## src/rtl/rr_mux_arbiter.sv

```systemverilog
// Round-robin arbiter sharing one n-way mux among n_cell requesters.
// The winning word is captured into a one-entry valid/ready output register.
module rr_mux_arbiter #(
   parameter int unsigned switch_bits = 2,
   parameter int unsigned data_width  = 8,
   localparam int unsigned n_cell     = 1 << switch_bits
) (
   input  logic                           clk,
   input  logic                           rst,
   input  logic [n_cell-1:0]              req,
   input  logic [n_cell*data_width-1:0]   in_data,
   output logic [n_cell-1:0]              gnt,
   output logic [switch_bits-1:0]         sel,
   output logic                           out_valid,
   output logic [data_width-1:0]          out_data,
   input  logic                           out_ready
);

   typedef enum logic {IDLE = 1'b0, HOLD = 1'b1} state_e;

   state_e                 state_q, state_d;
   logic [switch_bits-1:0] ptr_q, ptr_d;
   logic [switch_bits-1:0] sel_q, sel_d;
   logic [data_width-1:0]  data_q, data_d;
   logic [switch_bits-1:0] win_c;
   logic [switch_bits-1:0] idx_c;
   logic                   found_c;
   logic                   cap_c;
   logic [n_cell-1:0]      gnt_c;

   // First requester at or after ptr, wrapping modulo n_cell.
   always_comb begin
      win_c   = '0;
      found_c = 1'b0;
      idx_c   = '0;
      for (int k = 0; k < int'(n_cell); k++) begin
         idx_c = ptr_q + switch_bits'(k);
         if (!found_c && req[idx_c]) begin
            win_c   = idx_c;
            found_c = 1'b1;
         end
      end
   end

   always_comb begin
      state_d = state_q;
      ptr_d   = ptr_q;
      sel_d   = sel_q;
      data_d  = data_q;
      gnt_c   = '0;
      cap_c   = (|req) && (state_q == IDLE || out_ready);
      if (cap_c) begin
         gnt_c[win_c] = 1'b1;
         data_d       = in_data[win_c*data_width +: data_width];
         sel_d        = win_c;
         ptr_d        = win_c + switch_bits'(1);
         state_d      = HOLD;
      end else if (state_q == HOLD && out_ready) begin
         state_d = IDLE;
      end
   end

   always_ff @(posedge clk or posedge rst) begin
      if (rst) begin
         state_q <= IDLE;
         ptr_q   <= '0;
         sel_q   <= '0;
         data_q  <= '0;
      end else begin
         state_q <= state_d;
         ptr_q   <= ptr_d;
         sel_q   <= sel_d;
         data_q  <= data_d;
      end
   end

   // Grant is suppressed while reset is held so it reads 0 before any edge.
   assign gnt       = rst ? '0 : gnt_c;
   assign sel       = sel_q;
   assign out_data  = data_q;
   assign out_valid = (state_q == HOLD);

endmodule

```

## config.mk

```make
export PLATFORM = sky130hd
export DESIGN_NAME = rr_mux_arbiter
export DESIGN_NICKNAME = d
export VERILOG_FILES = /design/src/rtl/rr_mux_arbiter.sv
export SDC_FILE = /design/constraint.sdc
export NUM_CORES = 1
export LEC_CHECK = 0
export CORE_MARGIN = 8
export CORE_UTILIZATION = 39
export CTS_CLUSTER_SIZE = 12
export DETAILED_ROUTE_END_ITERATION = 8
export GPL_ROUTABILITY_DRIVEN = 1
export PLACE_DENSITY = 0.95
export RECOVER_POWER = 50
export SLEW_MARGIN = 5
export SYNTH_ARGS = -nofsm -noshare
export SYNTH_HDL_FRONTEND = slang
export SYNTH_SLANG_ARGS = --single-unit
export TNS_END_PERCENT = 10
```

## constraint.sdc

```tcl
create_clock -name clk -period 2.6 [get_ports clk]
set_input_delay 0.52 -clock clk [delete_from_list [all_inputs] [get_ports clk]]
set_output_delay 0.52 -clock clk [all_outputs]
set_load 0.05 [all_outputs]
```

# ---- Yosys cells after proc, flatten, opt, wreduce, memory -nomap -nowiden
# Cells that the tools add are included.
dict set report word_totals {
  latchBits 0
  romBits 0
  elab_cells 49
  register_bits 13
  ram_bits 0
  input_bits 39
  n_memories 0
}
dict set report classes {
  n_shift 1
  n_addsub 4
  n_mul 0
  div 0
  bitwise_logic 1
  eq_ne 0
  muxes 21
  magnitude_cmp 6
  n_reduce_logical 12
}
# operator count
set ops {}
lappend ops {{32-bit by 6-bit indexed part select with 8-bit output} 1}
lappend ops {{2-bit by 3-bit < comparator with 1-bit output, second input constant} 5}
lappend ops {{1-bit two-way mux} 10}
lappend ops {{1-bit binary-select mux with 2-bit select} 4}
lappend ops {{2-bit two-way mux} 4}
lappend ops {{4-bit two-way mux} 2}
lappend ops {{1-bit logical AND} 6}
lappend ops {{2-bit by 1-bit adder with 2-bit output, second input constant} 2}
lappend ops {{2-bit adder, second input constant} 2}
lappend ops {{4-bit OR reduction} 1}
lappend ops {{1-bit logical NOT} 3}
lappend ops {{1-bit demux with 2-bit select} 1}
lappend ops {{2-bit by 1-bit greater-or-equal comparator with 1-bit output, second input constant} 1}
lappend ops {{2-bit nonzero test} 1}
lappend ops {{1-bit logical OR} 1}
lappend ops {{1-bit NOT} 1}

# ---- Depth between registers and ports, before layout
dict set report depth {
  depth_word 18
  depth_mapped 7
  ltp_nobuf 5
}

# ---- Worst setup path after synthesis
# OpenSTA, ideal clock, no wires.
dict set report synth_path {
  kind {input-to-output}
  from {input req[0]}
  to {output gnt[0]}
  t_arrival_ns 2.593
  path_buffers 2
  required_time_ns 2.080
  setup_slack_ns -0.513
  stages 6
  path_cell_list {a21oi_1 o21ai_1 o2bb2a_2 buf_6 buf_6 nor4_1}
}
dict set report synth_via {
  elab_chain_len 18
}
# element line
set synth_lines {}
lappend synth_lines {{start: declaration} 10} ;# input logic [n_cell-1:0] req,
lappend synth_lines {{1-bit binary-select mux with 2-bit select} 38} ;# if (!found_c && req[idx_c]) begin
lappend synth_lines {{1-bit two-way mux (implied by the code)} 38}
lappend synth_lines {{1-bit two-way mux} 38}
lappend synth_lines {{1-bit logical NOT} 38}
lappend synth_lines {{1-bit logical AND} 38}
lappend synth_lines {{1-bit two-way mux} 38}
lappend synth_lines {{1-bit logical NOT} 38}
lappend synth_lines {{1-bit logical AND} 38}
lappend synth_lines {{[... 2 more ...]} --}
lappend synth_lines {{1-bit logical AND} 38}
lappend synth_lines {{2-bit two-way mux} 38}
lappend synth_lines {{2-bit by 3-bit < comparator with 1-bit output (implied by the code) / 2-bit by 1-bit greater-or-equal comparator with 1-bit output (equally long branches)} 53} ;# gnt_c[win_c] = 1'b1;
lappend synth_lines {{1-bit logical AND (implied by the code)} 53}
lappend synth_lines {{1-bit two-way mux (implied by the code)} 53}
lappend synth_lines {{1-bit demux with 2-bit select} 53}
lappend synth_lines {{4-bit two-way mux (*)} 52} ;# if (cap_c) begin
lappend synth_lines {{4-bit two-way mux (*)} 78} ;# assign gnt = rst ? '0 : gnt_c;
lappend synth_lines {{end: declaration} 12} ;# output logic [n_cell-1:0] gnt,
# Mark *: on every way between the ends. The rest lies on a longest branch, timed or not. The select of a mux whose other input is x is not followed.

# ---- Final worst setup path
dict set report layout_path {
  from {input req[2]}
  to {output gnt[0]}
}
# The elaborated chain is that of the path after synthesis.

==> out/results.tsv <==
metric	value	unit
Worst-Margin Slew	516.2	ps
DR iter-0 viols	14	
Area Overhead vs Synth	66.09	%
PD cells	756.6	nW/um^2
RSZ-0062 raised after global routing	yes	
HPWL after DPL	2.177	mm
clock buffer depth	2	
routability cong.	0.7246	
GRT Residual Overflow	0	
io pins	54	
die area	3988	um^2
Max Cap Viol	0	
Die X	63.15	um
CP arrival	2050	ps
Via density	5.298	
Max Clk Rate	388.8	MHz
wire per inst	15.71	um
status	completed	
Period minus WS final	2572	ps
share of cells above drive strength 1	15.71	%
part of the cycle the worst path needs	98.93	%
Post-Syn Nets	121	
Row Count	17	
TritonCTS Buffers	3	
r2r setup slk	760	ps
clk slew on worst S/H paths	80	ps
Synthesis Warnings	0	
CP Launch Type	input pin	
layout net count	180	
ys async rst share	100.0	%
# diodes	0	
worst-skew pair later-pin latency	270	ps
Hold Startpoint	sel[0]$_DFFE_PP0N_	
core area	2148	um^2
Crit Path Category	input pin to primary output	
synth cell count leaders	mux2i_1, dfrtp_1, nand2_1, o221ai_1, buf_6	
Final ANT Viol Nets	0	
Worst Clk Skew	2.395	ps
top_reg_cell synth	dfrtp_1	
# clock sinks	13	
Lkg Pwr	0.0006303	uW
Port Buffer Count	53	
post-synthesis sequential area ratio	37.52	%
Fill cells	161	
final hold vios	0	
EDFF count, synth	0	
Worst Hold Path Cells	2	
final setup violation count	0	
Post-Route Utilization	67.04	%
min-delay worst type	register to register	
Worst Setup SP	req[2]	
Total GRT Usage	13.98	%
cts hold-fix bufs	0	
Setup TNS Final	0	ps
cell count after synthesis	82	
critical path endpoint category	primary output	
die span in y	63.15	um
Final Max Slew Viols	0	
initial core utilization	40.36	%
post-synthesis cell type count	23	
clock root cell	clkbuf_4	
main area contributors after synthesis	dfrtp_1, mux2i_1, o221ai_1	
Synth Register Bits	13	
post-synth top area cell	dfrtp_1	
CTS H-tree depth	1	
DR vias	890	
# DRC	0	
drt first pass iters	4	
syn_area_per_cell	10.57	um^2
Rel. slew slack	65.47	%
total routed wirelength	2.639	mm
pre-CTS setup slack	-12.92	ps
largest net degree at the start of global routing	19	
Worst R2R Start	ptr_q[1]$_DFFE_PP0N_	
maximum vdd drop	0.3993	mV
antenna violations before repair	0	
vias in the first global route	955	
worst hold path endpoint	sel[0]$_DFFE_PP0N_	
worst-case reg-to-reg path depth	6	
most numerous cell in the Yosys netlist	mux2i_1	
first-pass GRT wire length	4.602	mm
Mapped Area	867.1	um^2
crit path setup slack, layout	27.86	ps
Yosys top cell area share	37.52	%
Max FO, Critical Path	5	
Worst R2R End	out_data[6]$_DFFE_PP0N_	
Data required, critical path	2080	ps
CTS tree	built	
==> power breakdown <==
group	total [uW]	switching (uW)	leakage, uW	internal, uW
Sequential	308	41.9	0.000155	266
Clock	122	62.9	0.0000150	59.4
Combinational	659	388	0.000461	272
==> area by class of cell <==
type / count / area [um^2] / area share (%)
sequential: 13 / 325.3 / 22.59
clock buffer: 4 / 26.28 / 1.825
inverter: 3 / 11.26 / 0.7819
timing repair buffer: 60 / 574.3 / 39.88
multi-input combinational: 60 / 467.9 / 32.49
tap: 28 / 35.03 / 2.433
==> registers in the layout, summed over array words and instances (netlist names) <==
name / count
sel: 2
out_data: 8
out_valid: 1
ptr_q: 2
==> kinds of logic after synthesis <==
| group | Yosys count | synth area share, % |
|---|---|---|
| buffers and inverters | 9 | 9.234 |
| and+or+nand+nor | 24 | 13.28 |
| muxes | 18 | 20.92 |
| xor gates and xnor gates | 1 | 1.010 |
| AOI/OAI and AO/OA | 17 | 18.04 |
| DFF | 13 | 37.52 |
==> worst max-delay path, stage by stage <==
cell and delay [ps]:
clkdlybuf4s50_1 510, nand2b_1 70, a21oi_1 170, a311oi_2 50, buf_4 170, buf_4 130, nor4_2 200, buf_4 240
==> stage by stage <==
stage | total power, uW | hold slack [ps] | area (um^2) | std cells
after floorplan | 773.9 | 397.0 | 873.3 | 82
after global placement | 953.1 | 465.1 | 1398 | 162
after detailed placement | 971.7 | 468.4 | 1398 | 162
after CTS | 1096 | 486.7 | 1425 | 166
after global routing | 1160 | 491.0 | 1440 | 168
final | 1090 | 478.0 | 1440 | 168
==> placed cells by master (no fill, tap or decap), types with 2 or more instances in the layout <==
master | synthesis | layout
o221ai_1 | 8 | 8
clkbuf_4 | 0 | 3
inv_1 | 3 | 3
a21oi_1 | 3 | 3
dlygate4sd3_1 | 0 | 5
nor2_1 | 3 | 3
dfrtp_1 | 13 | 13
mux2i_1 | 17 | 17
dlygate4sd2_1 | 0 | 2
buf_4 | 0 | 10
clkdlybuf4s50_1 | 0 | 42
nand2b_1 | 3 | 3
nand2_1 | 13 | 13
==> per-layer routing <==
| layer | up-vias | global-route usage, % | part of all wire, % |
|---|---|---|---|
| met5 | - | 0 | 0 |
| met4 | 0 | 7.123 | 2.6 |
| met3 | 6 | 4.594 | 8.1 |
| met2 | 44 | 25.22 | 51 |
| met1 | 419 | 13.92 | 38 |
| li1 | 421 | - | - |
==> worst max path at each step <==
stage,depth (start not counted),endpoint,slack (ps)
3_5_place_dp,6,gnt[3],-10
5_1_grt,8,gnt[0],-60
4_1_cts,5,gnt[3],0.7
3_3_place_gp,6,gnt[0],30
2_1_floorplan,6,gnt[0],80
6_report,8,gnt[0],30
==> repair_timing <==
action,in CTS,in global routing
pin swaps,1,1
resized for setup,3,0
buffers inserted,0,2
hold endpoints to repair,0,0
endpoints found under the setup margin,3,3
Note: power is estimated with default switching activity, not from simulation.
